==> config.mk <==
export PLATFORM = sky130hd
export DESIGN_NAME = codemasters_ex
export DESIGN_NICKNAME = d
export VERILOG_FILES = /design/src/rtl/codemasters_ex.sv
export SDC_FILE = /design/constraint.sdc
export NUM_CORES = 1
export LEC_CHECK = 0
export ABC_AREA = 1
export CORE_MARGIN = 2
export CORE_UTILIZATION = 28
export CTS_BUF_LIST = sky130_fd_sc_hd__clkbuf_16
export CTS_CLUSTER_SIZE = 10
export DETAILED_ROUTE_END_ITERATION = 6
export GPL_ROUTABILITY_DRIVEN = 1
export HOLD_SLACK_MARGIN = 0.05
export PLACE_DENSITY = 0.94
export SETUP_SLACK_MARGIN = 0.05
export SYNTH_ARGS = -nofsm -noshare
export SYNTH_HDL_FRONTEND = slang
export SYNTH_SLANG_ARGS = --single-unit
export TNS_END_PERCENT = 5
==> constraint.sdc <==
create_clock -name m2 -period 1.5 [get_ports m2]
set_input_delay 0.3 -clock m2 [delete_from_list [all_inputs] [get_ports m2]]
set_output_delay 0.3 -clock m2 [all_outputs]
set_load 0.1 [all_outputs]
==> src/rtl/codemasters_ex.sv <==
// codemasters_ex: CodeMasters-family PRG mapper (mapper 71 / Fire Hawk / mapper 232)
// with an optional M2-cycle IRQ down-counter. All state is clocked on the M2 falling edge.
module codemasters_ex #(
    parameter int MIRRORING_VERTICAL = 1,
    parameter int PRG_BANK_BITS      = 4,
    parameter int FIRE_HAWK_MIRROR   = 1,
    parameter int OUTER_BANK_MODE    = 0,
    parameter int IRQ_ENABLE         = 0
) (
    input  logic         m2,
    input  logic         reset,
    input  logic         romsel,
    input  logic         cpu_rw_in,
    input  logic [14:0]  cpu_addr_in,
    input  logic [7:0]   cpu_data_in,
    output logic [18:12] cpu_addr_out,
    output logic         cpu_rd_out,
    output logic         cpu_wr_out,
    output logic         cpu_flash_ce,
    output logic         cpu_sram_ce,
    input  logic [13:10] ppu_addr_in,
    input  logic         ppu_rd_in,
    input  logic         ppu_wr_in,
    output logic         ppu_rd_out,
    output logic         ppu_wr_out,
    output logic         ppu_sram_ce,
    output logic         ppu_flash_ce,
    output logic         ppu_ciram_a10,
    output logic         ppu_ciram_ce,
    output wire          irq,
    output logic         led
);

    // Outer mode fixes the inner bank at two bits; otherwise it is PRG_BANK_BITS wide.
    localparam bit OUTER_MODE = (OUTER_BANK_MODE != 0);
    localparam int INNER_BITS = OUTER_MODE ? 2 : PRG_BANK_BITS;
    localparam bit FH_ACTIVE  = (FIRE_HAWK_MIRROR != 0) && !OUTER_MODE;
    localparam bit IRQ_ACTIVE = (IRQ_ENABLE != 0) && !OUTER_MODE;

    typedef enum logic [1:0] {
        MIR_HORIZONTAL = 2'b00,
        MIR_VERTICAL   = 2'b01,
        MIR_ONE_LOW    = 2'b10,
        MIR_ONE_HIGH   = 2'b11
    } mir_mode_t;

    localparam mir_mode_t MIR_RESET = (MIRRORING_VERTICAL != 0) ? MIR_VERTICAL : MIR_HORIZONTAL;

    logic [INNER_BITS-1:0] inner_bank;
    logic [1:0]            outer_bank;
    logic [4:0]            inner_ext;
    logic [4:0]            bank_sel;
    mir_mode_t             mir_mode;
    logic [15:0]           irq_reload;
    logic [15:0]           irq_counter;
    logic                  irq_enable;
    logic                  irq_pending;

    // The register file samples on the M2 falling edge, so the "M2 high" part of
    // the write strobe is implied by the clock edge itself.
    logic wr;
    logic [2:0] region;
    assign wr     = ~romsel & ~cpu_rw_in;
    assign region = cpu_addr_in[14:12];

    // Address bits the mapper never decodes.
    logic unused_inputs;
    assign unused_inputs = ^{cpu_addr_in[11:0], ppu_addr_in[12]};

    // Bank registers: $C000-$FFFF loads the inner bank, $8000-$BFFF the outer bank (outer mode only).
    always_ff @(negedge m2 or posedge reset) begin
        if (reset) begin
            inner_bank <= '0;
            outer_bank <= '0;
        end else if (wr) begin
            // NOTE: clocked state uses non-blocking assignments so every register
            // sees the pre-edge values of the others, independent of statement order.
            if (cpu_addr_in[14]) begin
                inner_bank <= cpu_data_in[INNER_BITS-1:0];
            end else if (OUTER_MODE) begin
                outer_bank <= cpu_data_in[4:3];
            end
        end
    end

    // Mirroring mode: hardwired after reset, latched to one-screen by a $9000 write.
    always_ff @(negedge m2 or posedge reset) begin
        if (reset) begin
            mir_mode <= MIR_RESET;
        end else if (FH_ACTIVE && wr && region == 3'b001) begin
            mir_mode <= cpu_data_in[4] ? MIR_ONE_HIGH : MIR_ONE_LOW;
        end
    end

    // IRQ down-counter: register writes take priority over the per-cycle decrement.
    always_ff @(negedge m2 or posedge reset) begin
        if (reset) begin
            irq_reload  <= '0;
            irq_counter <= '0;
            irq_enable  <= 1'b0;
            irq_pending <= 1'b0;
        end else if (IRQ_ACTIVE) begin
            if (wr && region == 3'b010) begin
                irq_reload[7:0] <= cpu_data_in;
            end
            if (wr && region == 3'b011) begin
                irq_reload[15:8] <= cpu_data_in;
                irq_counter      <= {cpu_data_in, irq_reload[7:0]};
                irq_enable       <= 1'b1;
                irq_pending      <= 1'b0;
            end else if (wr && region == 3'b000) begin
                irq_enable  <= 1'b0;
                irq_pending <= 1'b0;
            end else if (irq_enable) begin
                if (irq_counter == 16'd0) begin
                    irq_pending <= 1'b1;
                    irq_enable  <= 1'b0;
                end else begin
                    irq_counter <= irq_counter - 16'd1;
                end
            end
        end
    end

    // Zero-extend the inner bank to the 5-bit flash bank field.
    always_comb begin
        // NOTE: every combinational output gets a default first so no path can
        // leave it unassigned and infer a latch.
        inner_ext = '0;
        inner_ext[INNER_BITS-1:0] = inner_bank;
    end

    // PRG bank selection: $C000-$FFFF is pinned to the last bank of the window.
    always_comb begin
        bank_sel = 5'b11111;
        if (OUTER_MODE) begin
            bank_sel = {1'b0, outer_bank, cpu_addr_in[14] ? 2'b11 : inner_ext[1:0]};
        end else if (!cpu_addr_in[14]) begin
            bank_sel = inner_ext;
        end
    end

    // CIRAM A10 source for the current mirroring mode.
    always_comb begin
        ppu_ciram_a10 = ppu_addr_in[10];
        unique case (mir_mode)
            MIR_HORIZONTAL: ppu_ciram_a10 = ppu_addr_in[11];
            MIR_VERTICAL:   ppu_ciram_a10 = ppu_addr_in[10];
            MIR_ONE_LOW:    ppu_ciram_a10 = 1'b0;
            MIR_ONE_HIGH:   ppu_ciram_a10 = 1'b1;
            default:        ppu_ciram_a10 = ppu_addr_in[10];
        endcase
    end

    assign cpu_addr_out = {bank_sel, cpu_addr_in[13:12]};
    assign cpu_rd_out   = ~cpu_rw_in;
    assign cpu_wr_out   = 1'b1;
    assign cpu_flash_ce = romsel;
    assign cpu_sram_ce  = 1'b1;

    assign ppu_rd_out   = ppu_rd_in;
    assign ppu_wr_out   = ppu_wr_in;
    assign ppu_sram_ce  = ppu_addr_in[13];
    assign ppu_flash_ce = 1'b1;
    assign ppu_ciram_ce = ~ppu_addr_in[13];

    // Open-drain: pull low while pending, otherwise release the line.
    assign irq = (IRQ_ACTIVE && irq_pending) ? 1'b0 : 1'bz;
    assign led = ~romsel;

endmodule

==> results.txt <==
Status - finished with violations
Failing checks - negative setup slack
Mean Syn Cell Area - 8.36 um2
Fill cells - 120
Netlist Area Pre-Place - 443 um2
Die ar. - 1920 um2
WP data required - 1.20 ns
Cell area after layout - 943 um2
Fin util - 0.634
Clock sinks - 6
Sequential Area - 151 um2
Worst slack, placed - -0.606 ns
Seq pwr share - 0.172
Data arrival, critical path - 1.95 ns
RSZ-0062 raised after global routing - true
TritonCTS clock tree - done
Combinational Power Share - 0.449
Fin cells - 100
Pwr/cell area - 1260 nW/um2
HPWL after DPL - 837 um
Net Switching - 460 uW
Die Y - 43.8 um
EDFF count, synth - 0
Yosys warning total - 0
Yosys reg bits - 6
Final TNS setup - -3.02 ns
First-pass GRT wire length - 1840 um
First-pass detailed-route iteration total - 2
Final setup margin - -0.747 ns
Setup Fix Bufs, Post-CTS - 0
Largest fanout on the critical path - 2
Met1 usage - 0.141
Synth top area cells - dfrtn_1, buf_4, nand2_1
Post-synth top area share - 0.282
DRT antenna net count - 0
Area growth syn-to-layout - 113%
Hold buffers post-CTS - 0
Area leader, netlist - dfrtn_1
Root Buffer - clkbuf_16
Top cells by count, synth - buf_4, nand2_1, inv_1
Share of post-route cells with drive strength above 1 - 0.440
GR Util met3 - 0.0417
I/O Pins - 52
Final hold vios - 0
Final nets - 118
Post-DR vias/cell - 4.16
GR peak layer - met2
Multi-input logic area - 200 um2
Main synth FF type - dfrtn_1
Hold Path Class - register to register
Fin Clk Skew - 0 ns
DP Area - 867 um2
Hold slack - 0.417 ns
Max H-tree Level - 1
Ys async rst share - 1.00
Slew Viols, Final - 0
Total track usage - 0.131
Final setup vio count - 5
Power Total - 1.19 mW
Routed via count - 416
Placed Cells - 96
Total CTS buffers - 3
Maximum vdd ir drop - 619 uV
Clock latency on the worst-skew pair - 0.26 ns
Clock Tree Buf Depth - 2
Vias in the first global route - 426
Switching Share - 0.386
CP endpoint kind - output pin
# diodes - 0
M2 GR Usage - 0.209
DRC Markers - 0
Core Area - 1490 um2
Drt wl/cell - 10.0 um
Distinct cell type count after synthesis - 15
Final RePlAce weighted congestion - 0.811
Synth Instances - 53
Kind of critical path - register to output pin
Largest net degree at the start of global routing - 9
Initial antenna violation count - 0
Grt ovf - 0
Int Pwr - 733 uW
Leak - 0.503 nW
Max cap viols - 0
Row cnt - 14
Die width - 43.8 um
Starting Density - 0.297
DRT iter0 DRCs - 1
Port bufs - 27
Sequential element share of the synthesized area - 0.342
Setup crit start kind - register
Clock share of power - 0.379
Routed wire length - 1000 um
Clock transition at path regs - 0.03 ns
## layout make-up
class,count,share of cell area
Clock buffer,3,0.0796
Inverter,5,0.0199
Timing Repair Buffer,37,0.499
Clock inverter,2,0.00796
Multi-Input combinational cell,31,0.212
Sequential cell,6,0.160
Tap cell,16,0.0212
## layout by cell type, fill, tap and decap left out
cell / netlist / routed
dlygate4sd2_1: 0 / 1
or2_1: 4 / 3
clkbuf_4: 0 / 1
a21oi_4: 0 / 1
nand3_1: 4 / 4
inv_1: 6 / 7
nor2_1: 1 / 1
dfrtn_1: 5 / 5
a21oi_2: 0 / 1
buf_6: 1 / 1
nand2_1: 11 / 11
clkdlybuf4s50_1: 0 / 7
dlymetal6s2s_1: 0 / 2
clkbuf_2: 0 / 2
nand3_2: 1 / 1
or2_4: 0 / 1
conb_1: 2 / 4
nor2_8: 2 / 2
buf_12: 0 / 13
nand2_4: 1 / 1
dfstp_2: 1 / 1
clkdlybuf4s15_1: 0 / 1
nand4_1: 1 / 1
buf_4: 11 / 9
clkbuf_16: 0 / 3
## worst max-delay path, stage by stage, from the launching register on
cell and delay [ns]:
dfstp_2 0.53, a21oi_2 0.04, a21oi_4 0.13, buf_12 0.19
## worst paths after layout
path                                      end     startpoint  slack [ns]  depth (start not counted)
worst max-delay path            ppu_ciram_a10    mir_mode[0]       -0.75                          3
worst min-delay path            inner_bank[1]  inner_bank[1]        0.42                          2
worst max register to register    mir_mode[0]    mir_mode[0]        0.68                          3
worst min register to register  inner_bank[1]  inner_bank[1]        0.42                          2
max in group asynchronous       inner_bank[1]          reset        0.37                          3
min in group asynchronous         mir_mode[1]          reset        0.84                          2
## kinds of logic after synthesis
logic type	count (synthesis)	share of synthesized area
compound gates	2	0.0226
simple gates	25	0.356
other cells	2	0.0170
flops	6	0.342
buf+inv	18	0.263
## repair_timing
item	in CTS	in global routing
pin swaps	4	3
resized for setup	8	10
setup endpoints to repair	16	11
gates cloned	0	0
hold endpoints to repair	0	0
## power groups by stage
| stage | Sequential, mW | Combinational (mW) | Clock, mW |
|---|---|---|---|
| floorplan | 0.206 | 0.367 | 0.00834 |
| global placement | 0.204 | 0.534 | 0.00834 |
| detailed placement | 0.206 | 0.540 | 0.00834 |
| CTS | 0.205 | 0.539 | 0.457 |
| global route | 0.208 | 0.557 | 0.472 |
| finish | 0.205 | 0.536 | 0.452 |
## metal layers
metal / vias up / part of all wire
li1: 207 / -
met1: 179 / 0.32
met2: 26 / 0.53
met3: 4 / 0.12
met4: 0 / 0.031
met5: - / 0
## sequential cells by signal, summed over array words and instances, names as in the netlist
signal      flops
inner_bank      4
mir_mode        2
Note: power is estimated with default switching activity, not from simulation.
